==> src/rtl/immediate_pipe.sv <==
// immediate_pipe: extracts and extends the immediate field of a RISC-V instruction word.
// The block has a valid/ready handshake on each side. It holds one output register and one
// skid entry, so the block can accept one instruction per cycle. Results leave in the order
// the instructions were accepted.
//
// Optional feature: define IMMEDIATE_PIPE_CSR_EN to decode the CSR zimm immediate
// (opcode 1110011). When the macro is undefined, that opcode decodes as illegal.
//
// Ports:
//   clk         - single clock; all state updates on its rising edge
//   rst         - synchronous active-high reset
//   in_valid    - an instruction is present on the instruction input
//   in_ready    - the block can accept an instruction (low while the skid is full or during rst)
//   instruction - raw RV instruction word
//   out_valid   - a result is present
//   out_ready   - the consumer accepts the result
//   immediate   - extended immediate (signed, IMMSIZE bits)
//   imm_fmt     - 0 none, 1 I, 2 S, 3 B, 4 U, 5 J, 6 CSR-zimm, 7 illegal
//   imm_illegal - high when imm_fmt == 7

module immediate_pipe #(
    parameter int unsigned INSTRSIZE = 32,
    parameter int unsigned IMMSIZE   = 64
) (
    input  logic                       clk,
    input  logic                       rst,
    input  logic                       in_valid,
    output logic                       in_ready,
    input  logic [INSTRSIZE-1:0]       instruction,
    output logic                       out_valid,
    input  logic                       out_ready,
    output logic signed [IMMSIZE-1:0]  immediate,
    output logic [2:0]                 imm_fmt,
    output logic                       imm_illegal
);

    localparam logic [2:0] FMT_NONE = 3'd0;
    localparam logic [2:0] FMT_I    = 3'd1;
    localparam logic [2:0] FMT_S    = 3'd2;
    localparam logic [2:0] FMT_B    = 3'd3;
    localparam logic [2:0] FMT_U    = 3'd4;
    localparam logic [2:0] FMT_J    = 3'd5;
`ifdef IMMEDIATE_PIPE_CSR_EN
    localparam logic [2:0] FMT_CSR  = 3'd6;
`endif
    localparam logic [2:0] FMT_ILL  = 3'd7;

    // Sign-extend a 32-bit value from bit 31 to the full immediate width.
    function automatic logic signed [IMMSIZE-1:0] sext32(input logic [31:0] v);
        return IMMSIZE'($signed(v));
    endfunction

    logic signed [IMMSIZE-1:0] w_dec_imm;
    logic [2:0]                w_dec_fmt;
    logic                      w_accept;
    logic                      w_drain;

    logic                      r_out_valid;
    logic signed [IMMSIZE-1:0] r_out_imm;
    logic [2:0]                r_out_fmt;
    logic                      r_skid_valid;
    logic signed [IMMSIZE-1:0] r_skid_imm;
    logic [2:0]                r_skid_fmt;

    // Combinational decode of the incoming word.
    always_comb begin
        w_dec_fmt = FMT_ILL;
        w_dec_imm = '0;
        if (instruction[1:0] == 2'b11) begin
            case (instruction[6:0])
                7'b0110011, 7'b0111011: begin
                    w_dec_fmt = FMT_NONE;
                end
                7'b0000011, 7'b0010011, 7'b0011011, 7'b1100111: begin
                    w_dec_fmt = FMT_I;
                    w_dec_imm = sext32({{20{instruction[31]}}, instruction[31:20]});
                end
                7'b0100011: begin
                    w_dec_fmt = FMT_S;
                    w_dec_imm = sext32({{20{instruction[31]}}, instruction[31:25],
                                        instruction[11:7]});
                end
                7'b1100011: begin
                    w_dec_fmt = FMT_B;
                    w_dec_imm = sext32({{19{instruction[31]}}, instruction[31], instruction[7],
                                        instruction[30:25], instruction[11:8], 1'b0});
                end
                7'b0110111, 7'b0010111: begin
                    w_dec_fmt = FMT_U;
                    w_dec_imm = sext32({instruction[31:12], 12'b0});
                end
                7'b1101111: begin
                    w_dec_fmt = FMT_J;
                    w_dec_imm = sext32({{11{instruction[31]}}, instruction[31],
                                        instruction[19:12], instruction[20],
                                        instruction[30:21], 1'b0});
                end
`ifdef IMMEDIATE_PIPE_CSR_EN
                7'b1110011: begin
                    // funct3[2] selects the immediate CSR forms; zimm is zero-extended.
                    if (instruction[14]) begin
                        w_dec_fmt = FMT_CSR;
                        w_dec_imm = IMMSIZE'(instruction[19:15]);
                    end else begin
                        w_dec_fmt = FMT_NONE;
                    end
                end
`endif
                default: begin
                    w_dec_fmt = FMT_ILL;
                end
            endcase
        end
    end

    assign in_ready = !r_skid_valid && !rst;
    assign w_accept = in_valid && in_ready;
    assign w_drain  = r_out_valid && out_ready;

    // The skid can only be occupied while the output register is full and stalled.
    // It refills the output register when the output drains, so results keep their order.
    always_ff @(posedge clk) begin
        if (rst) begin
            r_out_valid  <= 1'b0;
            r_out_imm    <= '0;
            r_out_fmt    <= FMT_NONE;
            r_skid_valid <= 1'b0;
            r_skid_imm   <= '0;
            r_skid_fmt   <= FMT_NONE;
        end else if (w_drain) begin
            if (r_skid_valid) begin
                r_out_imm    <= r_skid_imm;
                r_out_fmt    <= r_skid_fmt;
                r_skid_valid <= 1'b0;
            end else if (w_accept) begin
                r_out_imm    <= w_dec_imm;
                r_out_fmt    <= w_dec_fmt;
            end else begin
                r_out_valid  <= 1'b0;
            end
        end else if (w_accept) begin
            if (r_out_valid) begin
                r_skid_valid <= 1'b1;
                r_skid_imm   <= w_dec_imm;
                r_skid_fmt   <= w_dec_fmt;
            end else begin
                r_out_valid  <= 1'b1;
                r_out_imm    <= w_dec_imm;
                r_out_fmt    <= w_dec_fmt;
            end
        end
    end

    assign out_valid   = r_out_valid;
    assign immediate   = r_out_imm;
    assign imm_fmt     = r_out_fmt;
    assign imm_illegal = (r_out_fmt == FMT_ILL);

endmodule
==> config.mk <==
export PLATFORM = sky130hd
export DESIGN_NAME = immediate_pipe
export DESIGN_NICKNAME = d
export VERILOG_FILES = /design/src/rtl/immediate_pipe.sv
export SDC_FILE = /design/constraint.sdc
export NUM_CORES = 1
export LEC_CHECK = 0
export ABC_AREA = 1
export CORE_MARGIN = 5
export CORE_UTILIZATION = 44
export CTS_CLUSTER_SIZE = 24
export DETAILED_ROUTE_END_ITERATION = 6
export GPL_ROUTABILITY_DRIVEN = 1
export GPL_TIMING_DRIVEN = 0
export PLACE_DENSITY = 0.75
export SLEW_MARGIN = 30
export SYNTH_ARGS = -nofsm -noshare
export SYNTH_HDL_FRONTEND = slang
export SYNTH_SLANG_ARGS = --single-unit
==> constraint.sdc <==
create_clock -name clk -period 1.4 [get_ports clk]
set_input_delay 0.35 -clock clk [delete_from_list [all_inputs] [get_ports clk]]
set_output_delay 0.35 -clock clk [all_outputs]
set_load 0.005 [all_outputs]
== Word-level counts from Yosys, hierarchy flattened ==
Index checks and enable logic that the tools add are counted.

* Reduce and logical (&&, ||, !) cells: 15
* Equal/unequal tests: 16
* Bitwise logic cells: 1
* Shift-type cells: 0
* $mul: 0
* Magnitude comparators: 0
* Div/mod/pow operators: 0
* $add $sub $neg: 0
* Multiplexer cells: 18

{| class="wikitable"
|+ Operator list
! kind !! count
|-
| $mux 64 || 6
|-
| $pmux 64 s5 || 1
|-
| $eq 7x6->1 const B || 4
|-
| $eq 7x5->1 const B || 3
|-
| $eq 7x7->1 const B || 3
|-
| $mux 3 || 6
|-
| $pmux 3 s6 || 1
|-
| $reduce_and 3->1 || 3
|-
| $eq 7x2->1 const B || 1
|-
| $ne 2x2->1 const B || 3
|-
| $reduce_or 2->1 || 3
|-
| $mux 1 || 4
|-
| $reduce_bool 2->1 || 2
|-
| $reduce_or 4->1 || 1
|-
| $eq 3x3->1 const B || 1
|-
| $logic_and 1x1->1 || 3
|-
| $eq 2x2->1 const B || 1
|-
| $logic_not 1->1 || 2
|-
| $reduce_and 2->1 || 1
|-
| $not 1->1 || 1
|}

* Bits in latches: 0
* Bits in read-only memories: 0
* Output and inout bits: 70
* Flip-flop bits (word level): 136
* Memories kept: 0
* Memory bits (writable): 0
* Bits of input ports: 36
* Logic and storage cells: 56

== Depth between registers and ports, before layout ==
* Depth in word-level cells: 7
* Mapped depth: 12
* Depth with buffers taken out: 11

== Worst setup path before layout ==
OpenSTA, ideal clock, no wires.

* Path type: input -> register
* Start point: input rst
* End point: register r_skid_imm[11]
* Required time: 1.285 ns
* Slack: -0.084 ns
* Arrival: 1.368 ns
* Setup time: 0.115 ns
* Stages on the path: 8
* Buffers on the path: 2
* Cell sequence: buf_2 -> nor2_2 -> nand2_1 -> nor2_4 -> inv_2 -> clkbuf_1 -> o21ai_0 -> inv_1

* Word-level cells in the longest chain between the ends: 4

{| class="wikitable"
|+ Ends and longest elaborated chain
! element !! line !! text
|-
| from (decl) || 26 || <nowiki>input logic rst,</nowiki>
|-
| $logic_not 1->1 || 116 || <nowiki>assign in_ready = !r_skid_valid && !rst;</nowiki>
|-
| $logic_and 1x1->1 || 116 ||
|-
| named net in_ready || 28 || <nowiki>output logic in_ready,</nowiki>
|-
| $logic_and 1x1->1 || 117 || <nowiki>assign w_accept = in_valid && in_ready;</nowiki>
|-
| $reduce_and 3->1 (no source line) || n/a ||
|-
| to (signal assigned) || 144 || <nowiki>r_skid_imm <= w_dec_imm;</nowiki>
|-
| to (decl) || 62 || <nowiki>logic signed [IMMSIZE-1:0] r_skid_imm;</nowiki>
|}

The timed path passes the listed nets, and every way through them passes these cells.
A chain may end at the register's enable or synchronous reset.

==> impl_metrics.json <==
{
  "status": "complete, but fails checks",
  "violations": "setup timing",
  "initial_core_util": 0.450,
  "commonest_non_fill_non_tap_cell_in_the_layout": "buf_6",
  "root_buffer": "clkbuf_8",
  "worst-slew-pin-transition_ns": 0.572,
  "antenna_found_initial": 0,
  "worstHoldEndpoint": "r_skid_imm[23]",
  "via_count_of_the_first_global_routing_pass": 4335,
  "cp_slowest_cell": "dfxtp_4",
  "detail_route.wirelength_microns": 15700,
  "worstSkewPairLatency_ns": 0.38,
  "wl_per_cell_microns": 18.0,
  "cap_viol_max_count": 0,
  "cts.reportedPaths.clkPinSlew_ns": 0.10,
  "fmaxAchievable_mhz": 631,
  "synth_register_bits": 72,
  "crit_path_end_kind": "output pin",
  "row_count": 34,
  "route.detailed.drc": 0,
  "final_layout_size_suffix_gt1_frac": 0.395,
  "crit_share_post_route": 1.13,
  "hold_path_depth": 4,
  "worstSetupPathType": "flop to output pin",
  "worst_hold_path_class": "primary input to flop",
  "ioPinCount": 106,
  "commonest_cells_after_routing_fill_and_taps_aside": "buf_6 (87), nand2_1 (81), nor2_1 (78), a21oi_1 (61), dfxtp_1 (61)",
  "maxSlewViolCount": 0,
  "postLayoutCellArea_sq_um": 6600,
  "power.density_cell_area_nw_per_um2": 782,
  "cts_tree": "yes",
  "grt_pass1_wl_microns": 21000,
  "critPathLaunchType": "flop",
  "floorplan.die.width_microns": 104,
  "synthesis.area_sq_um": 3920,
  "globalRouteTotalUtil": 0.234,
  "setup_ws_ns": -0.185,
  "cts_hold_repair.buffers": 0,
  "worst_slew_margin_rel": 0.619,
  "synth.yosys.warnings": 0,
  "postPlaceCellArea_sq_um": 5130,
  "post_synth_inst_count": 592,
  "worstPathArrival_ns": 1.24,
  "grt_max_degree": 16,
  "area.growth.synth_to_final_pct": 68.1,
  "post_synth.cell_area_avg_sq_um": 6.63,
  "synth_sequential_area_ratio": 0.367,
  "die_h_microns": 104,
  "worstReg2RegEnd": "r_skid_imm[6]",
  "route.detailed.vias_per_inst": 5.53,
  "critical_path.cell_chain": "buf_12 > buf_16 > buf_6 > buf_6",
  "max-vdd-ir-drop_mv": 0.563,
  "grt_remaining_overflow": 0,
  "worst_clock_skew_ns": 0.0157,
  "rr_startpoint": "out_valid",
  "drt_pre_antenna_iters": 7,
  "synth.net_count": 628,
  "iteration_0_drc_count_of_the_detailed_router": 488,
  "n_antenna_cell": 0,
  "synthDistinctLibCells": 24,
  "cts_made_buffers": 9,
  "cpPeakStageDelay_ns": 0.36,
  "crit_required_ns": 1.05,
  "period_minus_slack_ns": 1.59,
  "reg2reg_path_depth": 10,
  "setup_viol": 70,
  "drt.antenna.violating_nets": 0,
  "unrepaired_setup_endpoints_after_global_routing": "yes",
  "post_detailed_placement_half_perimeter_wirelength_microns": 8780,
  "final-hold-violation-count": 0,
  "buffer_levels_on_the_longest_clock_path": 2,
  "final_nets": 799,
  "ff2ff_setup_slack_ns": -0.08,
  "port_buffers": 104,
  "hold_path.startpoint": "rst",
  "routed-via-count": 4842,
  "finalHoldWorstSlack_ns": 0.390,
  "tritoncts_num_sinks": 72,
  "core_sq_um": 8720,
  "worst-path-max-fanout": 8,
  "cpMostUsedCell": "buf_6",
  "post-route-util": 0.756,
  "htreeDepth": 3,
  "leakagePower_nw": 3.36,
  "place_congestion": 0.922,
  "die_area_sq_um": 10900
}
-- per-layer routing --
| layer | GRT usage | up-vias | routed length, microns |
|---|---|---|---|
| met5 | 0 | - | 0 |
| met4 | 0.0907 | 0 | 633 |
| met3 | 0.0441 | 67 | 1350 |
| met2 | 0.400 | 323 | 7710 |
| met1 | 0.287 | 2236 | 6040 |
| li1 | - | 2216 | - |
-- repair_timing --
item,CTS,global route
cloned,7,6
gates resized for setup,314,183
endpoints found under the setup margin,140,102
setup buffers,26,19
pin swaps,15,38
-- layout make-up --
type                            count  area [sq um]
Fill cell                         558          2130
Multi-Input combinational cell    401          2250
Sequential cell                    72          1460
Buffer                             62           646
Clock buffer                        9           124
Inverter                           56           225
Clock inverter                      7          85.1
Tap cell                          108           135
Timing Repair Buffer              161          1670
-- metrics by stage --
stage / instances / TNS (ns) / worst slack, ns / power (mW)
after CTS: 852 / -4.90 / -0.177 / 4.97
after floorplan: 592 / 0 / 0.00751 / 2.63
final: 876 / -5.73 / -0.185 / 5.16
after detailed placement: 804 / -64.65 / -0.948 / 3.12
after global placement: 804 / -61.77 / -0.913 / 3.10
after global routing: 876 / -9.30 / -0.203 / 5.30
-- worst max-delay path by stage --
stage | start | to
floorplan | instruction[4] | r_skid_fmt[1]
global placement | out_ready | immediate[16]
detailed placement | out_ready | immediate[21]
CTS | immediate[62] | immediate[60]
global route | immediate[62] | immediate[53]
finish | immediate[62] | immediate[53]
-- worst max-delay path: cells and delay by family (launching register included) --
kind                   cells  cell delay, ns
buffers and inverters      4            0.50
flip-flops                 1            0.36
-- state kept, by name, indices dropped and copies added, names as in the netlist --
signal        cells
r_skid_fmt        3
out_valid         1
imm_fmt           3
immediate        32
r_skid_imm       32
r_skid_valid      1
-- power breakdown --
| group | switching (mW) | internal, mW | total (mW) | leakage, nW |
|---|---|---|---|---|
| Combinational | 0.543 | 0.630 | 1.17 | 2.67 |
| Sequential | 0.0540 | 2.14 | 2.19 | 0.591 |
| Clock | 0.930 | 0.859 | 1.79 | 0.100 |
-- cell families after synthesis --
kind of cell / count (synthesis) / share of synthesized area
AOI/OAI and AO/OA: 150 / 0.195
and+or+nand+nor: 251 / 0.281
buffers and inverters: 119 / 0.157
DFF: 72 / 0.367
-- synth_stat cells --
library cell  count  area, sq um
nor2_4            3         33.8
buf_2             9         45.0
buf_6             3         33.8
nand3_1          25          125
o21ai_0          55          275
a21oi_1          75          375
inv_1            51          191
o21ai_1          16         80.1
inv_2             5         18.8
nand3_2           3         30.0
buf_4            36          270
nor2_8            1         20.0
a21oi_2           3         26.3
nor3_4            1         16.3
o211ai_1          1         7.51
nor2_1           96          360
and3_1            2         12.5
dfxtp_1          72         1440
buf_1             1         3.75
nand2_2           8         50.1
nand2_1         103          387
nand2_4           2         22.5
nor2_2            7         43.8
clkbuf_1         14         52.6
(Power assumes the default switching activity.)
